`src/rtl/pipe_pkg.sv`:
```
// Shared types and constants for the generic pipeline stage register.
package pipe_pkg;

  typedef enum logic [1:0] {
    PS_EMPTY,
    PS_ONE,
    PS_TWO
  } pipe_state_t;

  localparam logic [31:0] RV32I_NOP = 32'h00000013;

endpackage

```
`src/rtl/pipe_sat_counter.sv`:
```
// Saturating up-counter; sticks at all-ones and is cleared only by reset.
module pipe_sat_counter #(
  parameter int CNT_W = 16
) (
  input  logic             clk,
  input  logic             rst,
  input  logic             inc,
  output logic [CNT_W-1:0] count
);

  logic [CNT_W-1:0] r_count;

  always_ff @(posedge clk or posedge rst) begin
    if (rst) begin
      r_count <= '0;
    end else if (inc && (r_count != {CNT_W{1'b1}})) begin
      r_count <= r_count + CNT_W'(1);
    end
  end

  assign count = r_count;

endmodule

```
`src/rtl/pipe_stage_reg.sv`:
```
// Parametrised pipeline stage register with valid/ready handshake, flush and stall counter.
// Define PIPE_REG_SKID_EN for a 2-entry skid buffer with a registered in_ready.
module pipe_stage_reg
  import pipe_pkg::*;
#(
  parameter int          WIDTH     = 32,
  parameter logic [31:0] NOP_VALUE = RV32I_NOP,
  parameter int          CNT_W     = 16
) (
  input  logic             clk,
  input  logic             rst,
  input  logic             flush,
  input  logic             in_valid,
  output logic             in_ready,
  input  logic [WIDTH-1:0] in_data,
  output logic             out_valid,
  input  logic             out_ready,
  output logic [WIDTH-1:0] out_data,
  output logic [CNT_W-1:0] stall_cycles
);

  localparam logic [WIDTH-1:0] NOP_W = WIDTH'(NOP_VALUE);

  logic w_in_ready;
  logic w_out_valid;
  logic w_in_fire;
  logic w_out_fire;

  assign w_in_fire  = in_valid & w_in_ready;
  assign w_out_fire = w_out_valid & out_ready;

`ifdef PIPE_REG_SKID_EN

  pipe_state_t      r_state;
  pipe_state_t      w_state_next;
  logic [WIDTH-1:0] r_head;
  logic [WIDTH-1:0] r_skid;

  always_ff @(posedge clk or posedge rst) begin
    if (rst) begin
      r_state <= PS_EMPTY;
    end else begin
      r_state <= w_state_next;
    end
  end

  always_comb begin
    w_state_next = r_state;
    if (flush) begin
      w_state_next = PS_EMPTY;
    end else begin
      case (r_state)
        PS_EMPTY: if (w_in_fire) w_state_next = PS_ONE;
        PS_ONE: begin
          if (w_in_fire && !w_out_fire)      w_state_next = PS_TWO;
          else if (w_out_fire && !w_in_fire) w_state_next = PS_EMPTY;
        end
        PS_TWO:   if (w_out_fire) w_state_next = PS_ONE;
        default:  w_state_next = PS_EMPTY;
      endcase
    end
  end

  always_comb begin
    w_in_ready  = !rst && !flush && (r_state != PS_TWO);
    w_out_valid = (r_state != PS_EMPTY);
  end

  // Head is always the oldest entry; skid only ever holds the second one.
  always_ff @(posedge clk or posedge rst) begin
    if (rst) begin
      r_head <= NOP_W;
      r_skid <= NOP_W;
    end else if (flush) begin
      r_head <= NOP_W;
      r_skid <= NOP_W;
    end else begin
      case (r_state)
        PS_EMPTY: if (w_in_fire) r_head <= in_data;
        PS_ONE: begin
          if (w_in_fire && w_out_fire) r_head <= in_data;
          else if (w_in_fire)          r_skid <= in_data;
          else if (w_out_fire)         r_head <= NOP_W;
        end
        PS_TWO: begin
          if (w_out_fire) begin
            r_head <= r_skid;
            r_skid <= NOP_W;
          end
        end
        default: begin
          r_head <= NOP_W;
          r_skid <= NOP_W;
        end
      endcase
    end
  end

  assign out_data = r_head;

`else

  logic             r_valid;
  logic [WIDTH-1:0] r_data;

  assign w_in_ready  = !rst && !flush && (!r_valid || out_ready);
  assign w_out_valid = r_valid;

  always_ff @(posedge clk or posedge rst) begin
    if (rst) begin
      r_valid <= 1'b0;
      r_data  <= NOP_W;
    end else if (flush) begin
      r_valid <= 1'b0;
      r_data  <= NOP_W;
    end else if (w_in_fire) begin
      r_valid <= 1'b1;
      r_data  <= in_data;
    end else if (w_out_fire) begin
      r_valid <= 1'b0;
      r_data  <= NOP_W;
    end
  end

  assign out_data = r_data;

`endif

  assign in_ready  = w_in_ready;
  assign out_valid = w_out_valid;

  pipe_sat_counter #(
    .CNT_W(CNT_W)
  ) u_stall_cnt (
    .clk  (clk),
    .rst  (rst),
    .inc  (w_out_valid && !out_ready && !flush),
    .count(stall_cycles)
  );

endmodule

```
`config.mk`:
```
export PLATFORM = sky130hd
export DESIGN_NAME = pipe_stage_reg
export DESIGN_NICKNAME = d
export VERILOG_FILES = /design/src/rtl/pipe_pkg.sv /design/src/rtl/pipe_sat_counter.sv /design/src/rtl/pipe_stage_reg.sv
export SDC_FILE = /design/constraint.sdc
export NUM_CORES = 1
export LEC_CHECK = 0
export ABC_AREA = 0
export CAP_MARGIN = 5
export CELL_PAD_IN_SITES_DETAIL_PLACEMENT = 1
export CELL_PAD_IN_SITES_GLOBAL_PLACEMENT = 1
export CORE_MARGIN = 2
export CORE_UTILIZATION = 34
export CTS_CLUSTER_DIAMETER = 100
export DETAILED_ROUTE_END_ITERATION = 8
export PLACE_DENSITY_LB_ADDON = 0.1
export SYNTH_ARGS = -nofsm -noshare
export SYNTH_HDL_FRONTEND = slang
export SYNTH_SLANG_ARGS = --single-unit
```
`constraint.sdc`:
```
create_clock -name clk -period 2.5 [get_ports clk]
set_input_delay 0.25 -clock clk [delete_from_list [all_inputs] [get_ports clk]]
set_output_delay 0.25 -clock clk [all_outputs]
set_load 0.1 [all_outputs]
```
==> key figures, run 1 <==
Detailed routing
  – Post-route antenna net violation count: 0
  – Drt first-iter violations: 76
  – Vias per Instance: approximately 5
  – Total wirelength of the detailed-routed design: 5.09 mm
  – Average detailed-routed wire length per instance: 16.3 um
  – Number of design rule violations left after detail routing: 0
  – Total number of vias: 1,591
  – Number of detailed-routing iterations run before antenna repair: 4

Synthesis
  – Portion of synthesized cell area occupied by the leading cell type: 0.586
  – Yosys cell types: 31
  – Dominant cells by area after synthesis: sky130_fd_sc_hd__dfrtp_1 (59%), sky130_fd_sc_hd__a22o_1 (13%), sky130_fd_sc_hd__dfstp_2 (4.0%)
  – Synth Net Count: 186
  – Leading cell type by number of instances after synthesis: sky130_fd_sc_hd__dfrtp_1
  – Cell Area, Synth: 1960 um2
  – Post-synthesis sequential area ratio: 0.626
  – Biggest area consumer among synthesized cells: sky130_fd_sc_hd__dfrtp_1
  – Syn. warnings: 0
  – EDFF count, synth: 0
  – Share of synthesized registers carrying an async set or reset: 1.00
  – Average footprint of a synthesized cell: 13.3 um2
  – Synthesized instance count: 148
  – Leading register cell type out of synthesis: sky130_fd_sc_hd__dfrtp_1
  – Synthesis-stage register bit count: slightly below 50
  – Synth top cells by count: sky130_fd_sc_hd__dfrtp_1 (46), sky130_fd_sc_hd__a22o_1 (29), sky130_fd_sc_hd__xor2_1 (9)

Pwr
  – Clock power share: 0.262
  – Share of power burned in registers: 0.422
  – Ratio of total power to cell area: 718 nW/um2
  – Net switching share of the total power: 0.380
  – Post-layout power: 2130 uW
  – P_leak: 0.00142 uW
  – Internal power: approximately 1300 uW
  – Share of power burned in combinational logic: 0.316
  – Net switching component of the power: 809 uW
  – VDD IR max: 0.307 mV

Worst setup path
  – Arrival time worst endpoint: 2190 ps
  – Count of buffering cells on the critical path with inverters included: 0
  – Critical Path Start Type: register
  – Cell at the slowest stage of the critical path: sky130_fd_sc_hd__nor4_2
  – Depth of the worst register-to-register path: 5
  – Sequence of cells on the critical path: ha_1 > nand4_1 > nor4_2 > nor3_1 > xor2_1
  – Largest stage delay, worst path: 720 ps
  – Count of cell instances traversed by the critical path: 5
  – Element type at the critical path end: register
  – Biggest fanout along the worst timing path: 8
  – Worst endpoint required time: 2670 ps
  – CP top delay family: simple AND/OR/NAND/NOR gates
  – Startpoint-to-endpoint class of the critical path: register to register

GRT
  – GRT Overall Usage: 0.168
  – First-pass GRT wire length: 8.33 mm
  – Number of global-route vias before repair: between 1,500 and 2,000
  – Maximum number of pins on one net before global-route repair: 30
  – Initial antenna violation count: 0
  – GRT overflow: 0

Floorplan
  – Die outline width: 80.0 um
  – Floorplan Core Area: 5540 um2
  – Number of top-level design ports: 87
  – Initial Utilization: 0.355
  – Floorplan row count: 27
  – Die outline area: 6400 um2
  – Die span in y: 80.0 um

CTS
  – Total clock sinks: 49
  – Clock Path Buffers: 2
  – Total setup buffers inserted after CTS: 0
  – Resized cells post-CTS: 0
  – Worst skew pair latency: 290 ps
  – Clock Tree Root: sky130_fd_sc_hd__clkbuf_8
  – Total clock buffers created by CTS: 5
  – H-Tree Level Count: 2
  – Clock tree from TritonCTS: done
  – Clock slew at reported path FFs: 90 ps
  – Cts-stage hold buffer count: 0

STA
  – Number of failing setup endpoints in the final timing report: 0
  – Fin. Hold Viols: 0
  – RSZ-0062 raised after global routing: no
  – Setup TNS: 0 ps
  – Final period utilization: 0.808
  – Measured slew at the worst slew-check pin: 732 ps
  – Pins Over Slew Limit: 0
  – Setup ws final: between 400 and 500 ps
  – Worst relative slew slack: 0.508
  – Largest clock skew in the final design: 10.9 ps
  – Max Freq: 495 MHz
  – Final critical path time including I/O delays and setup: roughly 2000 ps

Layout
  – Ant diodes: 0
  – Synth-to-Final Area Change: 51.2%
  – Post-Route Utilization: 0.536
  – Fraction of layout instances using a drive strength above 1: 0.307
  – Number of nets in the layout: ~280
  – Non-filler instance count after layout: 313
  – FILL cells: 591

Place
  – Pre-CTS setup slack: 223 ps
  – Count of input and output buffers: 86
  – Hpwl dp: 3.86 mm
  – Last weighted congestion value of the routability-driven placer: 0.885
  – # placed instances: 305

Run status
  – Status: finished, final reports clean

Run
  – Max-capacitance violation count: 0

Hold path
  – Type of the tightest min-delay check: input pin to asynchronous set/reset pin
## logic make-up (layout without fill, tap and decap cells)
family | Yosys count | after routing | synth area share
adders and majority gates | 1 | 1 | 0.00637
xor gates and xnor gates | 12 | 12 | 0.0535
DFF | 49 | 49 | 0.626
and+or+nand+nor | 37 | 37 | 0.118
AOI/OAI and AO/OA | 39 | 39 | 0.167
muxes | 2 | 2 | 0.0115
buffers and inverters | 8 | 101 | 0.0172
## sequential cells by signal, summed over array words and instances (netlist names)
| name | cells |
|---|---|
| u_stall_cnt.count | 16 |
| out_data | 32 |
| out_valid | 1 |
## path summary, 6_finish.rpt
check | from | end | slack, ps
min in group clk | u_stall_cnt.count[15]$_DFFE_PP0P_ | u_stall_cnt.count[15]$_DFFE_PP0P_ | 510
max in group asynchronous | rst | out_data[1]$_DFFE_PP1P_ | 1410
worst min-delay path | rst | u_stall_cnt.count[2]$_DFFE_PP0P_ | 480
worst max register to register | u_stall_cnt.count[0]$_DFFE_PP0P_ | u_stall_cnt.count[11]$_DFFE_PP0P_ | 480
worst max-delay path | u_stall_cnt.count[0]$_DFFE_PP0P_ | u_stall_cnt.count[11]$_DFFE_PP0P_ | 480
worst min register to register | u_stall_cnt.count[15]$_DFFE_PP0P_ | u_stall_cnt.count[15]$_DFFE_PP0P_ | 510
## stage by stage
step | hold slack, ps | instance area, um2
after floorplan | 390 | 1980
after global placement | 485 | 2860
after detailed placement | 485 | 2860
after CTS | 503 | 2970
after global routing | 527 | 2970
final | 481 | 2970
## cells in the final DEF (no fill, tap or decap), types with 2 or more instances in the layout
cell type / count
sky130_fd_sc_hd__nor2_1: 3
sky130_fd_sc_hd__clkdlybuf4s50_1: 36
sky130_fd_sc_hd__o22a_1: 3
sky130_fd_sc_hd__nand2_1: 8
sky130_fd_sc_hd__nor4_1: 3
sky130_fd_sc_hd__buf_12: 2
sky130_fd_sc_hd__a22o_1: 29
sky130_fd_sc_hd__nor4_2: 2
sky130_fd_sc_hd__nand3_1: 3
sky130_fd_sc_hd__dfrtp_1: 46
sky130_fd_sc_hd__xor2_1: 9
sky130_fd_sc_hd__xnor2_1: 3
sky130_fd_sc_hd__nand4_1: 6
sky130_fd_sc_hd__o21ai_0: 4
sky130_fd_sc_hd__nor3_1: 3
sky130_fd_sc_hd__buf_4: 53
sky130_fd_sc_hd__clkbuf_8: 5
sky130_fd_sc_hd__dfstp_2: 3
## per-layer routing
metal  vias to the layer above  track usage  routed length, um
met5                         -            0                  0
met4                         0       0.0458                 63
met3                         6       0.0430                295
met2                        58        0.289               2520
met1                       786        0.208               2210
li1                        741            -                  -
## power by group through the flow
| stage | Clock, uW | Sequential (uW) | Combinational (uW) |
|---|---|---|---|
| 6_report | 559 | 899 | 674 |
| 5_1_grt | 610 | 910 | 700 |
| 4_1_cts | 574 | 900 | 681 |
| 3_5_place_dp | 0 | 914 | 681 |
| 3_3_place_gp | 0 | 913 | 669 |
| 2_1_floorplan | 0 | 1290 | 98.8 |
## final cells by class
class | instances | area [um2] | area share
clock buffer | 6 | 72.6 | 0.0244
clock inverter | 2 | 38.8 | 0.0131
inverter | 2 | 7.51 | 0.00253
multi-input combinational | 91 | 733 | 0.247
sequential | 49 | 1230 | 0.414
tap | 72 | 90.1 | 0.0303
timing repair buffer | 91 | 798 | 0.269
(Power assumes the default switching activity.)
==> run 2: changes to the inputs <==
- CORE_UTILIZATION: 34 -> 29
- clock period: 2.5 -> 1.6 ns (I/O delays scaled with it)
==> key figures, run 2 (synthesis results as in run 1) <==
Pwr
  – Ratio of total power to cell area: 909 nW/um2
  – P_leak: 0.00185 uW
  – Internal power: 2480 uW
  – Clock power share: 0.245
  – Net switching share of the total power: 0.363
  – Net switching component of the power: ~1400 uW
  – VDD IR max: 0.376 mV
  – Share of power burned in combinational logic: 0.387
  – Share of power burned in registers: 0.369

GRT
  – First-pass GRT wire length: roughly 13 mm
  – Number of global-route vias before repair: 2,305
  – Initial antenna violation count: 0
  – GRT overflow: 0
  – GRT Overall Usage: 0.226
  – Maximum number of pins on one net before global-route repair: 38

STA
  – Worst relative slew slack: 0.637
  – Largest clock skew in the final design: 7.50 ps
  – Setup ws final: -238 ps
  – RSZ-0062 raised after global routing: yes
  – Fin. Hold Viols: 0
  – Final period utilization: 1.15
  – Pins Over Slew Limit: 0
  – Final critical path time including I/O delays and setup: 1840 ps
  – Number of failing setup endpoints in the final timing report: 17
  – Max Freq: 544 MHz
  – Measured slew at the worst slew-check pin: 543 ps

Worst setup path
  – Element type at the critical path end: register
  – Critical Path Start Type: register
  – Crit path top cell by count: sky130_fd_sc_hd__buf_4
  – Largest stage delay, worst path: 480 ps
  – Biggest fanout along the worst timing path: 3
  – Startpoint-to-endpoint class of the critical path: register to register
  – Sequence of cells on the critical path: ha_4 > nand4_1 > buf_4 > buf_4 > or4b_4 > xnor2_1
  – CP top delay family: simple AND/OR/NAND/NOR gates
  – Count of buffering cells on the critical path with inverters included: 2
  – Cell at the slowest stage of the critical path: sky130_fd_sc_hd__or4b_4
  – Worst endpoint required time: 1800 ps
  – Arrival time worst endpoint: roughly 2000 ps
  – Reg2Reg Setup Slack: -240 ps

Layout
  – Commonest non-fill, non-tap cell in the layout: sky130_fd_sc_hd__buf_12
  – Non-filler instance count after layout: 367
  – Commonest cells after routing, fill and taps aside: sky130_fd_sc_hd__buf_12 (55), sky130_fd_sc_hd__buf_4 (41), sky130_fd_sc_hd__clkdlybuf4s50_1 (36)
  – Max FFs per register: 32
  – Number of nets in the layout: roughly 330
  – Ant diodes: 0
  – Fraction of layout instances using a drive strength above 1: 0.552
  – Design area: 4280 um2
  – Synth-to-Final Area Change: 118%

Place
  – Placement Cell Area: ~3800 um2
  – # placed instances: 340
  – Last weighted congestion value of the routability-driven placer: 0.775
  – Hpwl dp: between 4 and 5 mm
  – Count of input and output buffers: 86

Detailed routing
  – Vias per Instance: 5.23
  – Total wirelength of the detailed-routed design: 7.80 mm
  – Total number of vias: 1,918
  – Number of detailed-routing iterations run before antenna repair: 4
  – Drt first-iter violations: 53
  – Number of design rule violations left after detail routing: 0
  – Average detailed-routed wire length per instance: between 20 and 25 um
  – Post-route antenna net violation count: 0

Hold path
  – Type of the tightest min-delay check: input pin to asynchronous set/reset pin

Run
  – Max-capacitance violation count: 0

Floorplan
  – Die outline area: 7450 um2
  – Die outline width: 86.3 um
  – Number of top-level design ports: 87
  – Die span in y: between 80 and 90 um
  – Floorplan Core Area: 6460 um2
  – Initial Utilization: 0.304
  – Floorplan row count: 29

CTS
  – Clock tree from TritonCTS: done
  – Total clock sinks: 49
  – Worst skew pair latency: approximately 310 ps
  – Total clock buffers created by CTS: 5
  – Clock Path Buffers: 2
  – Clock Tree Root: sky130_fd_sc_hd__clkbuf_8
  – H-Tree Level Count: 2
  – Clock slew at reported path FFs: 90 ps

Run status
  – Violated checks: setup timing
  – Status: complete, but fails checks
==> run 2: repair_timing <==
action                                  in CTS  in global routing
gates resized for setup                     17                 10
setup buffers                               13                  5
endpoints found under the hold margin        0                  0
gates cloned                                 2                  0
endpoints found under the setup margin      46                 49
pin swaps                                    9                 13
hold buffers                                 0                  0
==> run 2: power by group through the flow <==
stage               Clock (uW)  Combinational [uW]  Sequential (uW)
floorplan                    0                 165             2050
global placement             0                1380             1450
detailed placement           0                1420             1460
CTS                        969                1480             1430
global route              1020                1560             1440
finish                     951                1500             1430
==> run 2: layout make-up <==
class                           count  area [um2]
Clock buffer                        7        86.3
Multi-Input combinational cell     92         902
Inverter                            2        7.51
Timing Repair Buffer              139        1870
Clock inverter                      1        30.0
Tap cell                           77        96.3
Fill cell                         587        2180
Sequential cell                    49        1290
==> run 2: final timing paths <==
path | startpoint | end | cells after the start
max | u_stall_cnt.count[1]$_DFFE_PP0P_ | u_stall_cnt.count[6]$_DFFE_PP0P_ | 6
min | rst | out_data[14]$_DFFE_PP0P_ | 3
max reg2reg | u_stall_cnt.count[1]$_DFFE_PP0P_ | u_stall_cnt.count[6]$_DFFE_PP0P_ | 6
min reg2reg | out_data[0]$_DFFE_PP1P_ | out_data[0]$_DFFE_PP1P_ | 1
max in group asynchronous | rst | u_stall_cnt.count[10]$_DFFE_PP0P_ | 4
min in group clk | in_data[0] | out_data[0]$_DFFE_PP1P_ | 2
==> run 2: per-stage QoR <==
step,hold WS [ps],power [uW],setup WS [ps],utilization,setup TNS (ps)
floorplan,300,2220,-477,-,-9800
global placement,511,2830,-496,0.594,-18640
detailed placement,530,2880,-648,0.594,-23470
CTS,366,3880,-200,0.650,-2130
global route,413,4020,-286,0.663,-5070
finish,392,3890,-238,0.663,-2540
==> run 2: worst reg2reg max path, stage by stage (launching register included) <==
cell,delay [ps]
sky130_fd_sc_hd__dfrtp_4,440
sky130_fd_sc_hd__ha_4,150
sky130_fd_sc_hd__nand4_1,180
sky130_fd_sc_hd__buf_4,210
sky130_fd_sc_hd__buf_4,130
sky130_fd_sc_hd__or4b_4,480
sky130_fd_sc_hd__xnor2_1,140
==> run 2: routing by layer <==
layer | wire length [um] | GRT usage | part of all wire | vias up
met5 | 0 | 0 | 0 | -
met3 | 448 | 0.0581 | 0.057 | 14
met2 | 4190 | 0.404 | 0.54 | 74
met4 | 170 | 0.0767 | 0.022 | 0
li1 | - | - | - | 842
met1 | 2990 | 0.264 | 0.38 | 988
==> run 3: changes to the inputs <==
- CELL_PAD_IN_SITES_DETAIL_PLACEMENT: 1 -> default
- CELL_PAD_IN_SITES_GLOBAL_PLACEMENT: 1 -> default
- CORE_UTILIZATION: 29 -> 41
- PLACE_DENSITY: default -> 0.79
- PLACE_DENSITY_LB_ADDON: 0.1 -> default
- clock period: 1.6 -> 1.9 ns (I/O delays scaled with it)
==> key figures, run 3 (synthesis results as in run 1) <==
Detailed routing
  – Number of detailed-routing iterations run before antenna repair: 4
  – Drt first-iter violations: 114
  – Total wirelength of the detailed-routed design: roughly 5.0 mm
  – Total number of vias: between 1,500 and 2,000
  – Post-route antenna net violation count: 0
  – Average detailed-routed wire length per instance: 16.5 um
  – Number of design rule violations left after detail routing: 0
  – Vias per Instance: 5.38

Place
  – Hpwl dp: 3.67 mm
  – Last weighted congestion value of the routability-driven placer: between 0.7 and 0.8
  – Count of input and output buffers: 86

Worst setup path
  – Largest stage delay, worst path: 470 ps
  – Arrival time worst endpoint: 1630 ps
  – Sequence of cells on the critical path: buf_4 > nor2b_4 > buf_4 > nor3_4 > buf_12
  – Crit path top cell by count: sky130_fd_sc_hd__buf_4
  – Count of buffering cells on the critical path with inverters included: 3
  – Element type at the critical path end: output port
  – Critical Path Start Type: register
  – Biggest fanout along the worst timing path: 5
  – CP top delay family: buffers and inverters
  – Worst endpoint required time: approximately 1700 ps
  – Startpoint-to-endpoint class of the critical path: register to output port
  – Cell at the slowest stage of the critical path: sky130_fd_sc_hd__dfrtp_4

Floorplan
  – Floorplan row count: 25
  – Number of top-level design ports: 87
  – Die outline width: 73.2 um
  – Initial Utilization: 0.421
  – Floorplan Core Area: between 4000 and 5000 um2
  – Die outline area: approximately 5400 um2
  – Die span in y: 73.2 um

CTS
  – Clock Path Buffers: 2
  – Cts-stage hold buffer count: 0
  – Clock slew at reported path FFs: 90 ps
  – Total clock sinks: 49
  – H-Tree Level Count: 2
  – Total clock buffers created by CTS: 5
  – Clock tree from TritonCTS: done
  – Worst skew pair latency: 290 ps
  – Clock Tree Root: sky130_fd_sc_hd__clkbuf_8
  – Resized cells post-CTS: 0

Run status
  – Status: finished, final reports clean

Pwr
  – VDD IR max: 0.525 mV
  – P_leak: 0.00144 uW
  – Post-layout power: 2710 uW
  – Ratio of total power to cell area: slightly below 900 nW/um2

STA
  – Hold_ws: ~410 ps
  – Setup TNS: 0 ps
  – Max Freq: 550 MHz
  – Pins Over Slew Limit: 0
  – Final critical path time including I/O delays and setup: between 1500 and 2000 ps
  – Largest clock skew in the final design: between 7 and 8 ps
  – Measured slew at the worst slew-check pin: 422 ps
  – Worst relative slew slack: 0.716
  – Number of failing setup endpoints in the final timing report: 0
  – RSZ-0062 raised after global routing: no
  – Final period utilization: 0.957
  – Fin. Hold Viols: 0

Layout
  – Number of nets in the layout: between 200 and 300
  – Commonest cells after routing, fill and taps aside: sky130_fd_sc_hd__buf_4 (61), sky130_fd_sc_hd__clkdlybuf4s50_1 (36), sky130_fd_sc_hd__a22o_1 (29), sky130_fd_sc_hd__dfrtp_1 (29), sky130_fd_sc_hd__dfrtp_2 (10)
  – Fraction of layout instances using a drive strength above 1: 0.412
  – Max FFs per register: 32
  – Commonest non-fill, non-tap cell in the layout: sky130_fd_sc_hd__buf_4
  – Ant diodes: 0
  – Synth-to-Final Area Change: 56.9%

GRT
  – Maximum number of pins on one net before global-route repair: 32
  – Number of global-route vias before repair: roughly 1,600
  – GRT Overall Usage: 0.196
  – Initial antenna violation count: 0
  – First-pass GRT wire length: 8.13 mm
  – GRT overflow: 0

Hold path
  – Type of the tightest min-delay check: input pin to asynchronous set/reset pin

Run
  – Max-capacitance violation count: 0
[run 3: cell types whose count changed in the layout (fill, tap and decap cells not counted), moves of 3 or more]
cell | before | now
sky130_fd_sc_hd__buf_4 | 41 | 61
sky130_fd_sc_hd__nor3_1 | 0 | 3
sky130_fd_sc_hd__buf_6 | 6 | 0
sky130_fd_sc_hd__buf_12 | 55 | 3
sky130_fd_sc_hd__o21ai_0 | 0 | 4
sky130_fd_sc_hd__nor4_1 | 0 | 3
sky130_fd_sc_hd__dfrtp_2 | 2 | 10
sky130_fd_sc_hd__dfrtp_4 | 15 | 7
[run 3: worst paths after layout]
check / from / end / slack, ps / cells after the start
worst min register to register: u_stall_cnt.count[15]$_DFFE_PP0P_ / u_stall_cnt.count[15]$_DFFE_PP0P_ / 490 / 1
max in group asynchronous: rst / u_stall_cnt.count[1]$_DFFE_PP0P_ / 1100 / 3
min in group clk: u_stall_cnt.count[15]$_DFFE_PP0P_ / u_stall_cnt.count[15]$_DFFE_PP0P_ / 490 / 1
worst max register to register: u_stall_cnt.count[1]$_DFFE_PP0P_ / u_stall_cnt.count[6]$_DFFE_PP0P_ / 90 / 6
worst min-delay path: rst / u_stall_cnt.count[6]$_DFFE_PP0P_ / 410 / 3
worst max-delay path: out_valid$_DFFE_PP0P_ / in_ready / 80 / 5
[run 3: per-layer routing]
layer	up-vias	share of wire	GRT usage
met1	825	0.45	0.279
met5	-	0	0
li1	758	-	-
met3	6	0.041	0.0276
met2	45	0.50	0.310
met4	0	0.014	0.0617
[run 3: power breakdown]
group          internal (uW)  switching, uW
combinational            253            658
sequential              1130           80.2
clock                    261            326
total                   1640           1060
[run 3: what timing repair did]
item | CTS | global route
setup endpoints to repair | 0 | 2
hold endpoints to repair | 0 | 0
buffers inserted | 0 | 1
[run 3: final cells by class]
class                      count  area (um2)
clock buffer                   7        76.3
clock inverter                 1        7.51
fill                         395        1580
inverter                       2        7.51
multi-input combinational     91         776
sequential                    49        1270
tap                           54        67.6
timing repair buffer         100         878
[run 3: worst register-to-register path, stage by stage, from the launching register on]
cell and delay, ps:
sky130_fd_sc_hd__dfrtp_4 520, sky130_fd_sc_hd__ha_4 180, sky130_fd_sc_hd__nand4_1 140, sky130_fd_sc_hd__buf_4 150
sky130_fd_sc_hd__nor4_4 50, sky130_fd_sc_hd__or4b_1 530, sky130_fd_sc_hd__xnor2_1 140
[run 3: metrics by stage]
| stage | util | setup WS, ps | std cells | cell area (um2) |
|---|---|---|---|---|
| after floorplan | - | -177 | 148 | 2060 |
| final | 0.661 | 82.0 | 304 | 3080 |
| after global routing | 0.661 | 10.0 | 304 | 3080 |
| after global placement | 0.642 | -53.0 | 295 | 2990 |
| after CTS | 0.660 | 54.8 | 303 | 3070 |
| after detailed placement | 0.642 | -106 | 295 | 2990 |
